<file path="src/rtl/am2901_useq_if.sv">
// Host/control-store/slice bundle for the am2901_useq microprogram sequencer.
// master: host + control store + slice status side; slave: the sequencer.
interface am2901_useq_if #(
  parameter int UADDR_W = 6
);
  localparam int UW = 28 + UADDR_W;

  logic               start;
  logic [UADDR_W-1:0] start_addr;
  logic               busy;
  logic               done;
  logic               err;

  logic [UADDR_W-1:0] uaddr;
  logic [UW-1:0]      uword;

  logic               z;
  logic               cout;
  logic               ovr;
  logic               f3;

  logic [8:0]         am_i;
  logic [3:0]         am_a;
  logic [3:0]         am_b;
  logic [3:0]         am_d;
  logic               am_cin;

  modport master (
    output start, start_addr, uword, z, cout, ovr, f3,
    input  busy, done, err, uaddr, am_i, am_a, am_b, am_d, am_cin
  );

  modport slave (
    input  start, start_addr, uword, z, cout, ovr, f3,
    output busy, done, err, uaddr, am_i, am_a, am_b, am_d, am_cin
  );
endinterface

</file>
<file path="src/rtl/am2901_useq.sv">
// Microprogram sequencer for one Am2901 slice: branches, calls, counted loops.
// Optional loop counter (LDCT/RPCT) enabled by defining SEQ_LOOP_CTR_EN.
//
//  state  | meaning
//  IDLE   | waiting for start; slice gets NOP
//  RUN    | executing the microword at upc each cycle
//  DONE   | one-cycle done pulse, then back to IDLE
module am2901_useq #(
  parameter int         UADDR_W = 6,
  parameter int         STACK_D = 4,
  parameter int         CTR_W   = 8,
  parameter logic [8:0] NOP_I   = 9'h044
) (
  input  logic         cp,
  input  logic         rst_lo,
  am2901_useq_if.slave bus
);
  localparam int UW    = 28 + UADDR_W;
  localparam int SP_W  = $clog2(STACK_D + 1);
  localparam int IDX_W = (STACK_D > 1) ? $clog2(STACK_D) : 1;

  localparam logic [2:0] OP_CONT  = 3'd0;
  localparam logic [2:0] OP_JMP   = 3'd1;
  localparam logic [2:0] OP_JCOND = 3'd2;
  localparam logic [2:0] OP_CALL  = 3'd3;
  localparam logic [2:0] OP_RET   = 3'd4;
  localparam logic [2:0] OP_LDCT  = 3'd5;
  localparam logic [2:0] OP_RPCT  = 3'd6;
  localparam logic [2:0] OP_HALT  = 3'd7;

  typedef enum logic [1:0] {
    S_IDLE = 2'd0,
    S_RUN  = 2'd1,
    S_DONE = 2'd2
  } state_t;

  state_t             state_q, state_d;
  logic [UADDR_W-1:0] upc_q, upc_d;
  logic [SP_W-1:0]    sp_q, sp_d;
  logic               err_q, err_d;
  logic [UADDR_W-1:0] stack_q [STACK_D];
  logic [UADDR_W-1:0] stack_d [STACK_D];
`ifdef SEQ_LOOP_CTR_EN
  logic [CTR_W-1:0]   ctr_q, ctr_d;
`endif

  logic [8:0]         f_i;
  logic [3:0]         f_a;
  logic [3:0]         f_b;
  logic [3:0]         f_d;
  logic               f_cin;
  logic [2:0]         f_op;
  logic [2:0]         f_cond;
  logic [UADDR_W-1:0] f_tgt;

  assign f_i    = bus.uword[8:0];
  assign f_a    = bus.uword[12:9];
  assign f_b    = bus.uword[16:13];
  assign f_d    = bus.uword[20:17];
  assign f_cin  = bus.uword[21];
  assign f_op   = bus.uword[24:22];
  assign f_cond = bus.uword[27:25];
  assign f_tgt  = bus.uword[UW-1:28];

  logic               flag_sel;
  logic               cond_true;
  logic [UADDR_W-1:0] upc_inc;
  logic [SP_W-1:0]    sp_dec;
  logic               stack_full;
  logic               stack_empty;

  // Low two cond bits pick the flag, the top bit inverts it.
  always_comb begin
    flag_sel = 1'b0;
    case (f_cond[1:0])
      2'd0:    flag_sel = bus.z;
      2'd1:    flag_sel = bus.cout;
      2'd2:    flag_sel = bus.ovr;
      default: flag_sel = bus.f3;
    endcase
  end

  assign cond_true   = flag_sel ^ f_cond[2];
  assign upc_inc     = upc_q + UADDR_W'(1);
  assign sp_dec      = sp_q - SP_W'(1);
  assign stack_full  = (sp_q == SP_W'(STACK_D));
  assign stack_empty = (sp_q == '0);

  always_comb begin
    state_d = state_q;
    upc_d   = upc_q;
    sp_d    = sp_q;
    err_d   = err_q;
    stack_d = stack_q;
`ifdef SEQ_LOOP_CTR_EN
    ctr_d   = ctr_q;
`endif
    case (state_q)
      S_IDLE: begin
        if (bus.start) begin
          state_d = S_RUN;
          upc_d   = bus.start_addr;
          sp_d    = '0;
          err_d   = 1'b0;
        end
      end
      S_RUN: begin
        case (f_op)
          OP_JMP:   upc_d = f_tgt;
          OP_JCOND: upc_d = cond_true ? f_tgt : upc_inc;
          OP_CALL: begin
            if (stack_full) begin
              err_d   = 1'b1;
              state_d = S_DONE;
            end else begin
              stack_d[sp_q[IDX_W-1:0]] = upc_inc;
              sp_d  = sp_q + SP_W'(1);
              upc_d = f_tgt;
            end
          end
          OP_RET: begin
            if (stack_empty) begin
              err_d   = 1'b1;
              state_d = S_DONE;
            end else begin
              upc_d = stack_q[sp_dec[IDX_W-1:0]];
              sp_d  = sp_dec;
            end
          end
`ifdef SEQ_LOOP_CTR_EN
          OP_LDCT: begin
            ctr_d = CTR_W'(f_tgt);
            upc_d = upc_inc;
          end
          OP_RPCT: begin
            if (ctr_q != '0) begin
              ctr_d = ctr_q - CTR_W'(1);
              upc_d = f_tgt;
            end else begin
              upc_d = upc_inc;
            end
          end
`endif
          OP_HALT:  state_d = S_DONE;
          // CONT, plus LDCT/RPCT when the loop counter is compiled out
          default:  upc_d = upc_inc;
        endcase
      end
      S_DONE:  state_d = S_IDLE;
      default: state_d = S_IDLE;
    endcase
  end

  always_ff @(posedge cp) begin
    stack_q <= stack_d;
    if (!rst_lo) begin
      state_q <= S_IDLE;
      upc_q   <= '0;
      sp_q    <= '0;
      err_q   <= 1'b0;
`ifdef SEQ_LOOP_CTR_EN
      ctr_q   <= '0;
`endif
    end else begin
      state_q <= state_d;
      upc_q   <= upc_d;
      sp_q    <= sp_d;
      err_q   <= err_d;
`ifdef SEQ_LOOP_CTR_EN
      ctr_q   <= ctr_d;
`endif
    end
  end

  logic run;
  assign run = (state_q == S_RUN);

  assign bus.busy   = run;
  assign bus.done   = (state_q == S_DONE);
  assign bus.err    = err_q;
  assign bus.uaddr  = upc_q;
  assign bus.am_i   = run ? f_i   : NOP_I;
  assign bus.am_a   = run ? f_a   : 4'd0;
  assign bus.am_b   = run ? f_b   : 4'd0;
  assign bus.am_d   = run ? f_d   : 4'd0;
  assign bus.am_cin = run ? f_cin : 1'b0;
endmodule

</file>
<file path="src/flat_wrapper.sv">
// flat-port wrapper written by rule: the top's interface ports become plain ports
module am2901_useq_flat 
#(
  parameter int         UADDR_W = 6,
  parameter int         STACK_D = 4,
  parameter int         CTR_W   = 8,
  parameter logic [8:0] NOP_I   = 9'h044
)
  (cp, rst_lo, bus_start, bus_start_addr, bus_uword, bus_z, bus_cout, bus_ovr, bus_f3, bus_busy, bus_done, bus_err, bus_uaddr, bus_am_i, bus_am_a, bus_am_b, bus_am_d, bus_am_cin);
  am2901_useq_if #(.UADDR_W(UADDR_W)) bus_i ();
  input  logic cp;
  input  logic rst_lo;
  input wire logic [$bits(bus_i.start)-1:0] bus_start;
  input wire logic [$bits(bus_i.start_addr)-1:0] bus_start_addr;
  input wire logic [$bits(bus_i.uword)-1:0] bus_uword;
  input wire logic [$bits(bus_i.z)-1:0] bus_z;
  input wire logic [$bits(bus_i.cout)-1:0] bus_cout;
  input wire logic [$bits(bus_i.ovr)-1:0] bus_ovr;
  input wire logic [$bits(bus_i.f3)-1:0] bus_f3;
  output wire logic [$bits(bus_i.busy)-1:0] bus_busy;
  output wire logic [$bits(bus_i.done)-1:0] bus_done;
  output wire logic [$bits(bus_i.err)-1:0] bus_err;
  output wire logic [$bits(bus_i.uaddr)-1:0] bus_uaddr;
  output wire logic [$bits(bus_i.am_i)-1:0] bus_am_i;
  output wire logic [$bits(bus_i.am_a)-1:0] bus_am_a;
  output wire logic [$bits(bus_i.am_b)-1:0] bus_am_b;
  output wire logic [$bits(bus_i.am_d)-1:0] bus_am_d;
  output wire logic [$bits(bus_i.am_cin)-1:0] bus_am_cin;
  assign bus_i.start = bus_start;
  assign bus_i.start_addr = bus_start_addr;
  assign bus_i.uword = bus_uword;
  assign bus_i.z = bus_z;
  assign bus_i.cout = bus_cout;
  assign bus_i.ovr = bus_ovr;
  assign bus_i.f3 = bus_f3;
  assign bus_busy = bus_i.busy;
  assign bus_done = bus_i.done;
  assign bus_err = bus_i.err;
  assign bus_uaddr = bus_i.uaddr;
  assign bus_am_i = bus_i.am_i;
  assign bus_am_a = bus_i.am_a;
  assign bus_am_b = bus_i.am_b;
  assign bus_am_d = bus_i.am_d;
  assign bus_am_cin = bus_i.am_cin;
  am2901_useq #(.UADDR_W(UADDR_W), .STACK_D(STACK_D), .CTR_W(CTR_W), .NOP_I(NOP_I)) u_core (.cp(cp), .rst_lo(rst_lo), .bus(bus_i));
endmodule
</file>
<file path="config.mk">
export PLATFORM = sky130hd
export DESIGN_NAME = am2901_useq_flat
export DESIGN_NICKNAME = d
export VERILOG_FILES = /design/src/rtl/am2901_useq_if.sv /design/src/rtl/am2901_useq.sv /design/src/flat_wrapper.sv
export SDC_FILE = /design/constraint.sdc
export NUM_CORES = 1
export LEC_CHECK = 0
export CAP_MARGIN = 20
export CORE_MARGIN = 4
export CORE_UTILIZATION = 48
export DETAILED_ROUTE_END_ITERATION = 16
export GPL_TIMING_DRIVEN = 0
export PLACE_DENSITY_LB_ADDON = 0.3
export SYNTH_ARGS = -nofsm -noshare
export SYNTH_HDL_FRONTEND = slang
export SYNTH_SLANG_ARGS = --single-unit
export TNS_END_PERCENT = 100
</file>
<file path="constraint.sdc">
create_clock -name cp -period 5.5 [get_ports cp]
set_input_delay 0.55 -clock cp [delete_from_list [all_inputs] [get_ports cp]]
set_output_delay 0.55 -clock cp [all_outputs]
set_load 0.1 [all_outputs]
</file>
Word level (Yosys, flattened, before mapping)
Cells that the tools add are included.
{"block": "word_totals", "ff_bits": 36, "input_bits": 47, "output_inout_bits": 31, "word_cells": 79}
{"block": "classes", "addsub": 3, "n_lt_le_gt_ge": 3, "eq_ne": 18, "n_mux": 33, "bitwise_logic": 4, "reduce_logical": 10}
{"operator": "two-way mux 6 bit", "n": 7}
{"operator": "case mux 6 bit (5 select lines)", "n": 1}
{"operator": "bitwise mux 24 bit", "n": 1}
{"operator": "AND reduction 5 bit", "n": 3}
{"operator": "binary-select mux 6 bit (select 2 bit)", "n": 1}
{"operator": "demux 6 bit (select 2 bit)", "n": 1}
{"operator": "two-way mux 4 bit", "n": 3}
{"operator": "case mux 3 bit (2 select lines)", "n": 2}
{"operator": "case mux 6 bit (2 select lines)", "n": 1}
{"operator": "equality test 3 bit (second input constant)", "n": 3}
{"operator": "two-way mux 3 bit", "n": 3}
{"operator": "two-way mux 9 bit", "n": 1}
{"operator": "!= test 3 bit (second input constant)", "n": 3}
{"operator": "adder 6 x 1 -> 6 bit (second input constant)", "n": 1}
{"operator": "equality test 3 x 2 -> 1 bit (second input constant)", "n": 2}
{"operator": ">= comparator 3 bit (second input constant)", "n": 2}
{"operator": "two-way mux 2 bit", "n": 3}
{"operator": "!= test 3 x 2 -> 1 bit (second input constant)", "n": 2}
{"operator": "inverter 2 -> 3 bit", "n": 2}
{"operator": "case mux 2 bit (3 select lines)", "n": 1}
{"operator": "equality test 2 x 1 -> 1 bit (second input constant)", "n": 2}
{"operator": "equality test 2 bit (second input constant)", "n": 2}
{"operator": "logical NOT 2 bit", "n": 2}
{"operator": "two-way mux 1 bit", "n": 4}
{"operator": "other kinds (16)", "n": 18}

Depth between registers and ports, before layout
{"block": "depth", "ltp_word": 8, "depth_mapped": 9, "depth_no_buf": 7}

Worst setup path before layout
Ideal clock, no wire load.
{"block": "synth_timing", "path_kind": "register to output", "start": "register u_core.state_q[0]", "end": "output bus_am_a[1]", "t_arrival_ns": 2.806, "required_ns": 4.950, "slack_ns": 2.144, "stages_incl_launch_ff": 7, "path_buffers": 3, "cell_sequence": "dfxtp_1 > nand2b_1 > buf_2 > inv_1 > clkbuf_1 > clkbuf_1 > and2_1"}
{"block": "synth_between", "elab_chain_cells": 2}
{"item": "start: declaration", "line_no": "am2901_useq.sv:37", "source": "state_t state_q, state_d;"}
{"item": "start signal: assignment", "line_no": "am2901_useq.sv:165", "source": "state_q <= state_d;"}
{"item": "equality test 2 x 1 -> 1 bit", "line_no": "am2901_useq.sv:176", "source": "assign run = (state_q == S_RUN);"}
{"item": "net bus_busy", "line_no": "flat_wrapper.sv:20", "source": "output wire logic [$bits(bus_i.busy)-1:0] bus_busy;"}
{"item": "two-way mux 4 bit", "line_no": "am2901_useq.sv:183", "source": "assign bus.am_a = run ? f_a : 4'd0;"}
{"item": "end: declaration", "line_no": "flat_wrapper.sv:25", "source": "output wire logic [$bits(bus_i.am_a)-1:0] bus_am_a;"}
The timed path passes the listed nets, and every way through them passes these cells.

Worst setup path after layout
{"block": "layout_timing", "start": "register u_core.state_q[0]", "end": "output bus_am_i[1]"}
{"block": "layout_between", "elab_chain_cells": 2}
{"item": "equality test 2 x 1 -> 1 bit", "line_no": "am2901_useq.sv:176"}
{"item": "two-way mux 9 bit", "line_no": "am2901_useq.sv:182", "source": "assign bus.am_i = run ? f_i : NOP_I;"}
{"item": "end: declaration", "line_no": "flat_wrapper.sv:24", "source": "output wire logic [$bits(bus_i.am_i)-1:0] bus_am_i;"}
No other way between the ends.

==> impl_metrics.csv <==
group,metric,value,unit
timing,worst_pin_slew,0.991,ns
grt,grt_util_met3,4.54,%
grt,gr-total-overflow,0,
timing,rsz0062_at_grt,"no",
cells_and_area,multi_input_area,1080,sq um
timing,hold_viol,0,
cells_and_area,layout-drive-gt1-share,9.82,%
cells_and_area,final_core_util,74.1,%
route,wire_per_inst,17.3,um
clock_tree,cts.path.max_buffers,2,
grt,grt_pass1_vias,1851,
critical_path,cp_common_cell,"clkbuf_1",
floorplan,fp-row-count,23,
timing,setup_violations,0,
grt,grt_start_max_net_pins,14,
logic_synthesis,synth_edf_count,24,
route,dr.pass1.iters,5,
grt,grt.met2_usage,34.7,%
route,drc,0,
grt,grt_use_total,21.1,%
critical_path,cp.required,4.95,ns
timing,finalSetupTns,0,ns
clock_tree,path_clk_slew,0.08,ns
logic_synthesis,syn_nets,254,
critical_path,crit_slowest_cell,"clkdlybuf4s50_1",
floorplan,die_area,5570,sq um
clock_tree,worstSkewPairLatency,0.29,ns
critical_path,critical_path_class,"reg2out",
cells_and_area,syn_to_final_growth,44.0,%
grt,grt.busiest_layer,"met2",
floorplan,ios,78,
critical_path,critPathMaxFanout,10,
route,vias,1861,
floorplan,die_w,74.6,um
clock_tree,cts_resized,0,
critical_path,crit_arrival,3.12,ns
logic_synthesis,netlist_top_cells_area,"edfxtp_1 34%, dfxtp_1 11%, and2_1 7.0%, mux4_2 6.3%, ha_1 3.5%",
grt,grt_pass1_wl,8710,um
logic_synthesis,syn_inst,201,
route,ant_nets,0,
route,drtIter0Drc,205,
route,drt_wl_total,5790,um
critical_path,slowest_delay,1.13,ns
critical_path,cp-end-kind,"primary output",
cells_and_area,fin_nets,337,
place,dp_slack,2.13,ns
critical_path,startpoint_type,"register",
timing,fin_crit_sh,66.8,%
power_and_ir_drop,p_leak,1.10,nW
timing,fmaxAchievable,272,MHz
logic_synthesis,synthesis.area,2130,sq um
clock_tree,clockRootBuffer,"clkbuf_8",
grt,grtUsageMet1,27.9,%
run,max_cap_viol_count,0,
place,hpwl,4520,um
logic_synthesis,yosys.area.top_type_share,33.8,%
logic_synthesis,synth_seq_cells,36,
power_and_ir_drop,power_density,276,nW/um^2
timing,fin_crit,3.67,ns
floorplan,start_util,51.4,%
floorplan,die_h,74.6,um
critical_path,cp_cell_sequence,"nand2b_1 -> buf_2 -> inv_1 -> clkbuf_1 -> clkbuf_1 -> and2_1 -> clkdlybuf4s50_1",
logic_synthesis,avgSynthCellArea,10.6,sq um
clock_tree,cts_tree,"done",
logic_synthesis,synthFlopType,"edfxtp_1",
cells_and_area,final_common_cell,"clkdlybuf4s50_1",
timing,max_slew_margin,33.7,%
place,port_buffers,76,
cells_and_area,diodes,0,
logic_synthesis,ys_seq_area_share,45.1,%
logic_synthesis,ys_async_sr_fraction,0,%
clock_tree,htreeDepth,2,
timing,fin_ws,1.83,ns
logic_synthesis,yosys_warnings,0,
clock_tree,postCtsSetupBuffers,0,
logic_synthesis,synth.lib_cells_used.distinct,44,
cells_and_area,fillers,310,
timing,slew_viol_final,0,
cells_and_area,mostFrequentLayoutCells,"76 x clkdlybuf4s50_1, 24 x and2_1, 24 x edfxtp_1, 16 x nand2_1, 12 x dfxtp_1",
cells_and_area,regArea,961,sq um
place,gp_congestion,0.857,
clock_tree,cts_hold_buf,0,
hold_path,hold_class,"reg2reg",
route,via_per_inst,5.56,
power_and_ir_drop,vdd_drop_max,0.218,mV
floorplan,core,4140,sq um
timing,clock_skew,0.00419,ns
logic_synthesis,synth_area_leader_cell,"edfxtp_1",
grt,antenna_found_initial,0,
clock_tree,cts_made_buffers,5,
outcome,outcome,"complete, no violations",
clock_tree,clock_sinks,36,
==> sequential cells by signal, indices dropped and copies added, names as in the netlist <==
name              cells
u_core.state_q        2
u_core.sp_q           3
u_core.stack_q       24
u_core.bus.err        1
u_core.bus.uaddr      6
==> area by class of cell <==
class | instances | share of cell area, %
repair buffers | 76 | 24.8
well taps | 50 | 2.04
flip-flops and latches | 36 | 31.3
inverters | 12 | 1.47
clock inverters | 3 | 1.51
multi-input cells | 143 | 35.3
plain buffers | 10 | 1.39
clock buffers | 5 | 2.24
==> per-layer routing <==
layer / vias up / part of all wire, %
met2: 64 / 54
met3: 6 / 6.3
met4: 0 / 0.88
met1: 894 / 39
li1: 897 / -
met5: - / 0
==> worst max-delay path, delay by kind of cell, from the launching register on <==
kind	cells	cell delay [ns]
and+or+nand+nor	2	0.27
DFF	1	0.46
buffers and inverters	5	2.10
==> path summary, 6_finish.rpt <==
check,slack [ns],endpoint,from,depth (start not counted)
hold reg to reg,0.52,u_core.bus.err$_SDFFE_PN0P_,u_core.bus.err$_SDFFE_PN0P_,2
hold / removal,0.52,u_core.bus.err$_SDFFE_PN0P_,u_core.bus.err$_SDFFE_PN0P_,2
setup / recovery,1.83,bus_am_i[1],u_core.state_q[0]$_SDFFE_PN0P_,7
setup reg to reg,2.60,u_core.bus.uaddr[3]$_SDFFE_PN0P_,u_core.sp_q[0]$_SDFFE_PN0P_,9
==> cells in the mapped netlist, drive strengths merged (2+ instances only) <==
library cell,number
xnor2,3
mux2,2
nand2,16
o32ai,5
buf,5
mux2i,4
inv,11
o21ai,5
nor3b,2
a311oi,2
clkbuf,5
nor3,3
nand2b,6
nand3b,2
mux4,6
edfxtp,24
nand3,5
nor2b,3
xor2,5
a21oi,9
a31oi,3
and2,24
dfxtp,12
nor2,11
o211ai,6
a221oi,4
ha,6
==> stage by stage <==
step | total power, mW | cells | hold WS (ns) | area, sq um
after floorplan | 0.523 | 201 | 0.510 | 2130
after global placement | 0.608 | 327 | 0.500 | 2950
after detailed placement | 0.612 | 327 | 0.497 | 2950
after CTS | 0.848 | 335 | 0.514 | 3070
after global routing | 0.878 | 335 | 0.523 | 3070
final | 0.847 | 335 | 0.518 | 3070
==> cell families after synthesis <==
| group | share of synthesized area, % |
|---|---|
| compound gates | 13.3 |
| fa+ha+maj | 3.52 |
| xor+xnor | 3.64 |
| flops | 45.1 |
| buf+inv | 4.11 |
| mux | 9.28 |
| simple gates | 21.1 |
==> where the power goes <==
group          switching [mW]  internal (mW)
Combinational           0.198         0.0960
Clock                   0.103          0.137
Sequential             0.0106          0.302
Total                   0.312          0.535
No activity file was read; power rests on OpenSTA's default activity.
